===== src/rtl/mult_pkg.sv =====
// Shared encodings and widths for the 8x8 sequential multiplier slice.
package mult_pkg;

    localparam int OPERAND_W = 8;
    localparam int PRODUCT_W = 16;

    // Multiplier controller state_out encodings
    typedef enum logic [2:0] {
        CTRL_IDLE      = 3'b000,
        CTRL_LSB       = 3'b001,
        CTRL_MID       = 3'b010,
        CTRL_MSB       = 3'b011,
        CTRL_CALC_DONE = 3'b100,
        CTRL_ERR       = 3'b101
    } ctrl_state_e;

    // Operand sequencer states
    typedef enum logic [1:0] {
        S_IDLE  = 2'b00,
        S_START = 2'b01,
        S_RUN   = 2'b10,
        S_RESP  = 2'b11
    } seq_state_e;

endpackage


===== src/rtl/mult_watchdog.sv =====
// Clearable cycle counter; expired is high once the count reaches TIMEOUT.
// The count saturates there so a stalled enable cannot wrap it back to 0.
module mult_watchdog
    import mult_pkg::*;
#(
    parameter int TIMEOUT = 15,
    localparam int W = (TIMEOUT > 0) ? $clog2(TIMEOUT + 1) : 1
) (
    input  logic clk,
    input  logic reset_a,
    input  logic clr,
    input  logic en,
    output logic expired
);

    localparam logic [W-1:0] TC = W'(TIMEOUT);

    logic [W-1:0] count;

    // Count enabled cycles, clear has priority, hold at terminal count
    always_ff @(posedge clk or posedge reset_a) begin
        if (reset_a)
            count <= '0;
        else if (clr)
            count <= '0;
        else if (en && count != TC)
            count <= count + 1'b1;
    end

    assign expired = (count == TC);

endmodule


===== src/rtl/mult_op_sequencer.sv =====
// Front-end for the sequential multiplier: takes operand requests, pulses
// start, tracks nibble steps, retries on controller ERR or timeout, and
// returns the product (or an error) over a valid/ready response channel.
module mult_op_sequencer
    import mult_pkg::*;
#(
    parameter int MAX_RETRY = 1,
    parameter int TIMEOUT   = 15
) (
    input  logic                 clk,
    input  logic                 reset_a,
    input  logic                 req_valid,
    output logic                 req_ready,
    input  logic [OPERAND_W-1:0] req_a,
    input  logic [OPERAND_W-1:0] req_b,
    output logic [OPERAND_W-1:0] op_a,
    output logic [OPERAND_W-1:0] op_b,
    output logic                 mul_start,
    output logic [1:0]           mul_count,
    input  logic                 mul_clk_en,
    input  logic                 mul_done,
    input  logic [2:0]           mul_state,
    input  logic [PRODUCT_W-1:0] mul_product,
    output logic                 rsp_valid,
    input  logic                 rsp_ready,
    output logic [PRODUCT_W-1:0] rsp_product,
    output logic                 rsp_err,
    output logic                 busy
);

    localparam int RW = (MAX_RETRY > 0) ? $clog2(MAX_RETRY + 1) : 1;
    localparam logic [RW-1:0] RETRY_LIMIT = RW'(MAX_RETRY);

    seq_state_e    state;
    logic [RW-1:0] retry_cnt;
    logic          wd_expired;
    logic          wd_clr;
    logic          wd_en;

    // Watchdog restarts with every start pulse and only runs while waiting on the controller
    assign wd_clr = (state == S_START);
    assign wd_en  = (state == S_RUN);

    mult_watchdog #(.TIMEOUT(TIMEOUT)) u_watchdog (
        .clk     (clk),
        .reset_a (reset_a),
        .clr     (wd_clr),
        .en      (wd_en),
        .expired (wd_expired)
    );

    // Gated by reset so the request side looks closed while the controller is held in reset
    assign req_ready = (state == S_IDLE) && !reset_a;
    assign busy      = (state != S_IDLE);

    // Sequencer FSM with registered datapath/controller/response outputs
    always_ff @(posedge clk or posedge reset_a) begin
        if (reset_a) begin
            state       <= S_IDLE;
            op_a        <= '0;
            op_b        <= '0;
            mul_start   <= 1'b0;
            mul_count   <= '0;
            retry_cnt   <= '0;
            rsp_valid   <= 1'b0;
            rsp_product <= '0;
            rsp_err     <= 1'b0;
        end else begin
            mul_start <= 1'b0;
            case (state)
                S_IDLE: begin
                    if (req_valid) begin
                        op_a      <= req_a;
                        op_b      <= req_b;
                        retry_cnt <= '0;
                        mul_start <= 1'b1;
                        mul_count <= '0;
                        state     <= S_START;
                    end
                end
                S_START: begin
                    mul_count <= '0;
                    state     <= S_RUN;
                end
                S_RUN: begin
                    if (mul_clk_en)
                        mul_count <= mul_count + 2'd1;
                    // done outranks a coincident ERR
                    if (mul_done) begin
                        rsp_product <= mul_product;
                        rsp_err     <= 1'b0;
                        rsp_valid   <= 1'b1;
                        state       <= S_RESP;
                    end else if (mul_state == CTRL_ERR || wd_expired) begin
                        if (retry_cnt < RETRY_LIMIT) begin
                            retry_cnt <= retry_cnt + 1'b1;
                            mul_start <= 1'b1;
                            mul_count <= '0;
                            state     <= S_START;
                        end else begin
                            rsp_product <= '0;
                            rsp_err     <= 1'b1;
                            rsp_valid   <= 1'b1;
                            state       <= S_RESP;
                        end
                    end
                end
                S_RESP: begin
                    if (rsp_ready) begin
                        rsp_valid <= 1'b0;
                        state     <= S_IDLE;
                    end
                end
                default: state <= S_IDLE;
            endcase
        end
    end

endmodule


===== config.mk =====
export PLATFORM = sky130hd
export DESIGN_NAME = mult_op_sequencer
export DESIGN_NICKNAME = d
export VERILOG_FILES = /design/src/rtl/mult_pkg.sv /design/src/rtl/mult_watchdog.sv /design/src/rtl/mult_op_sequencer.sv
export SDC_FILE = /design/constraint.sdc
export NUM_CORES = 1
export LEC_CHECK = 0
export ABC_AREA = 1
export BUFFER_PORTS_ARGS = -buffer_cell sky130_fd_sc_hd__buf_2
export CAP_MARGIN = 40
export CORE_MARGIN = 2
export CORE_UTILIZATION = 30
export DETAILED_ROUTE_END_ITERATION = 12
export GPL_TIMING_DRIVEN = 0
export MAX_ROUTING_LAYER = met4
export SYNTH_ARGS = -nofsm -noshare
export SYNTH_HDL_FRONTEND = slang
export SYNTH_SLANG_ARGS = --single-unit

===== constraint.sdc =====
create_clock -name clk -period 2.6 [get_ports clk]
set_input_delay 0.13 -clock clk [delete_from_list [all_inputs] [get_ports clk]]
set_output_delay 0.13 -clock clk [all_outputs]
set_load 0.005 [all_outputs]

==> impl_metrics.env <==
export IMPL_status="complete, no violations"
export IMPL_firstDrtPassIters=4
export IMPL_setup_viol=0
export IMPL_clk_pin_slew_ps=80
export IMPL_coreArea_mm2=0.006719
export IMPL_crit_fanout=10
export IMPL_slowest_stage="dfrtp_1"
export IMPL_grt_use_total=0.1254
export IMPL_cp_required_ps=2780
export IMPL_drc=0
export IMPL_grt_first_pass_wirelength_um=7251
export IMPL_finalCritPeriodShare=0.5360
export IMPL_finalClockSkew_ps=3.033
export IMPL_path_common_cell="nand3_4"
export IMPL_grt_max_degree=26
export IMPL_root_buffer="clkbuf_8"
export IMPL_cpPeakStageDelay_ps=430
export IMPL_wl_per_cell_um=10.88
export IMPL_clkLatencyLatePin_ps=290
export IMPL_fmax_mhz=717.5
export IMPL_ys_ff_latch=44
export IMPL_synthesis_area_mm2=0.002069
export IMPL_grt_overflow=0
export IMPL_antennaDiodeCount=0
export IMPL_rrSetupSlack_ps=1210
export IMPL_ys_warn_count=0
export IMPL_nFillCells=701
export IMPL_antenna_found_initial=0
export IMPL_seq_area_frac_synth=0.5320
export IMPL_rsz0062_at_grt="no"
export IMPL_ios=80
export IMPL_die_h_um=87.06
export IMPL_vdd_drop_max_uv=341.7
export IMPL_fp_dieW_um=87.06
export IMPL_maxSlewViolCount=0
export IMPL_drv_cap=0
export IMPL_maxSlewHeadroom=0.7036
export IMPL_vias=1694
export IMPL_setup_tns_ps=0
export IMPL_clkSinkCount=44
export IMPL_htreeDepth=2
export IMPL_syn2layout_area_growth_pct=29.32
export IMPL_ant_nets=0
export IMPL_start_util=0.3080
export IMPL_synth_cell_types=23
export IMPL_rows=30
export IMPL_critPathKind="reg -> reg"
export IMPL_dieArea_mm2=0.007579
export IMPL_wl_um=4276
export IMPL_cts_made_buffers=5
export IMPL_hold_viol_final=0
export IMPL_numPortBuffers=79
export IMPL_syn_num_nets=267
export IMPL_avgSynthCellArea_um2=9.198
export IMPL_finalNetCount=355
export IMPL_critPathArrivalTime_ps=1580
export IMPL_p_leak_uw=0.001513
export IMPL_clockBufferDepth=2
export IMPL_tightestPinTransition_ps=444.0
export IMPL_cp_buffers_inverters=1
export IMPL_ys_top_cells_by_area="dfrtp_1 53%, nand2_1 19%, nand2_4 4.9%"
export IMPL_start_kind="flip-flop"
export IMPL_netlist_instances=225
export IMPL_place_congestion=0.8399
export IMPL_total_power_uw=2844
export IMPL_critical_path_cell_chain="ha_1 -> nand3_4 -> nand3_4 -> nand2_8 -> buf_12 -> a21oi_4"
export IMPL_grt_pass1_vias=1581
export IMPL_powerDensity_mw_per_mm2=1063
export IMPL_drive_above_1_share=0.3962
export IMPL_crit_family="flip-flops"
export IMPL_hold_path_class="in -> reg"
export IMPL_period_needed_ps=1394
export IMPL_dpl_hpwl_um=3221
export IMPL_yosysTopAreaCellShare=0.5320
export IMPL_seq_area_mm2=0.001101
export IMPL_multi_input_area_um2=847.1
export IMPL_cts_tree="yes"
export IMPL_synth_largest_area_cell="dfrtp_1"
export IMPL_cp_end_kind="flip-flop"
export IMPL_via_per_inst=4.310
export IMPL_drtIter0Drc=48
==> through the flow <==
step	hold slack (ps)	area [um^2]	setup slack, ps	util	std cells
floorplan	239.6	2069	1301	-	225
global placement	323.1	2565	735.5	0.3818	384
detailed placement	176.4	2585	1199	0.3847	385
CTS	14.31	2676	1185	0.3983	393
global route	21.53	2676	1130	0.3983	393
finish	22.00	2676	1206	0.3983	393
==> cell families after synthesis <==
logic type,Yosys count,share of synthesized area
simple gates,145,0.3622
flops,44,0.5320
fa+ha+maj,1,0.006045
compound gates,12,0.04111
buf+inv,23,0.05864
==> layout make-up <==
cell class / count / share of cell area
plain buffers: 4 / 0.01777
clock buffers: 5 / 0.02571
clock inverters: 2 / 0.004675
inverters: 19 / 0.02758
multi-input cells: 158 / 0.3165
flip-flops and latches: 44 / 0.4114
well taps: 80 / 0.03740
repair buffers: 81 / 0.1590
==> flip-flops by register name, indices dropped and copies added, names as in the netlist <==
name	count
rsp_product	16
mul_start	1
rsp_err	1
op_a	8
op_b	8
u_watchdog.count	4
mul_count	2
retry_cnt	1
rsp_valid	1
state	2
==> cell usage in the layout (no fill, tap or decap), types with 2 or more instances in the layout <==
cell      instances
nand2_1         102
buf_2            80
dfrtp_1          44
inv_1            14
nand2_2           9
nand2_4           9
nand3_1           8
nor2_1            6
a21oi_1           6
clkbuf_8          5
inv_2             4
nand4_1           3
nor2_8            3
nand3_4           2
nor2_2            2
buf_6             2
o21ai_0           2
buf_12            2
a21oi_4           2
==> synth_stat cells <==
master    number
a21oi_1        6
a21oi_4        2
buf_12         1
buf_2          1
buf_6          2
dfrtp_1       44
ha_1           1
inv_1         15
inv_2          3
inv_4          1
nand2_1      102
nand2_2        9
nand2_4        9
nand2_8        1
nand3_1        8
nand3_4        2
nand4_1        3
nor2_1         6
nor2_2         2
nor2_8         3
o211ai_1       1
o21ai_0        2
o21ai_1        1
==> repair_timing <==
item	CTS	global route
resized for setup	0	0
setup buffers	0	0
hold buffers	1	0
hold endpoints to repair	19	0
==> worst register-to-register path: cells and delay by family, from the launching register on <==
| family | cells | cell delay (ps) |
|---|---|---|
| flip-flops | 1 | 430 |
| AND/OR/NAND/NOR | 3 | 350 |
| adder cells (fa/ha/maj) | 1 | 270 |
| buffers and inverters | 1 | 180 |
| AO/OA/AOI/OAI | 1 | 60 |
==> path summary, 6_finish.rpt <==
kind | from | cells past startpoint | to
max in group asynchronous | reset_a | 4 | rsp_product[5]
max | u_watchdog.count[0] | 6 | rsp_valid
min in group asynchronous | reset_a | 3 | op_b[4]
min | req_a[3] | 3 | op_a[3]
max reg2reg | u_watchdog.count[0] | 6 | rsp_valid
min reg2reg | rsp_product[13] | 2 | rsp_product[13]
==> power by group <==
part	internal, uW	switching (uW)
registers	1000	231
logic	549	644
clock network	182	238
==> metal layers <==
metal | up-vias | track usage | wire length (um)
li1 | 863 | - | -
met1 | 782 | 0.1686 | 2091
met2 | 44 | 0.1867 | 1933
met3 | 5 | 0.03128 | 197
met4 | 0 | 0.03835 | 54
met5 | - | - | 0
Note: power is estimated with default switching activity, not from simulation.
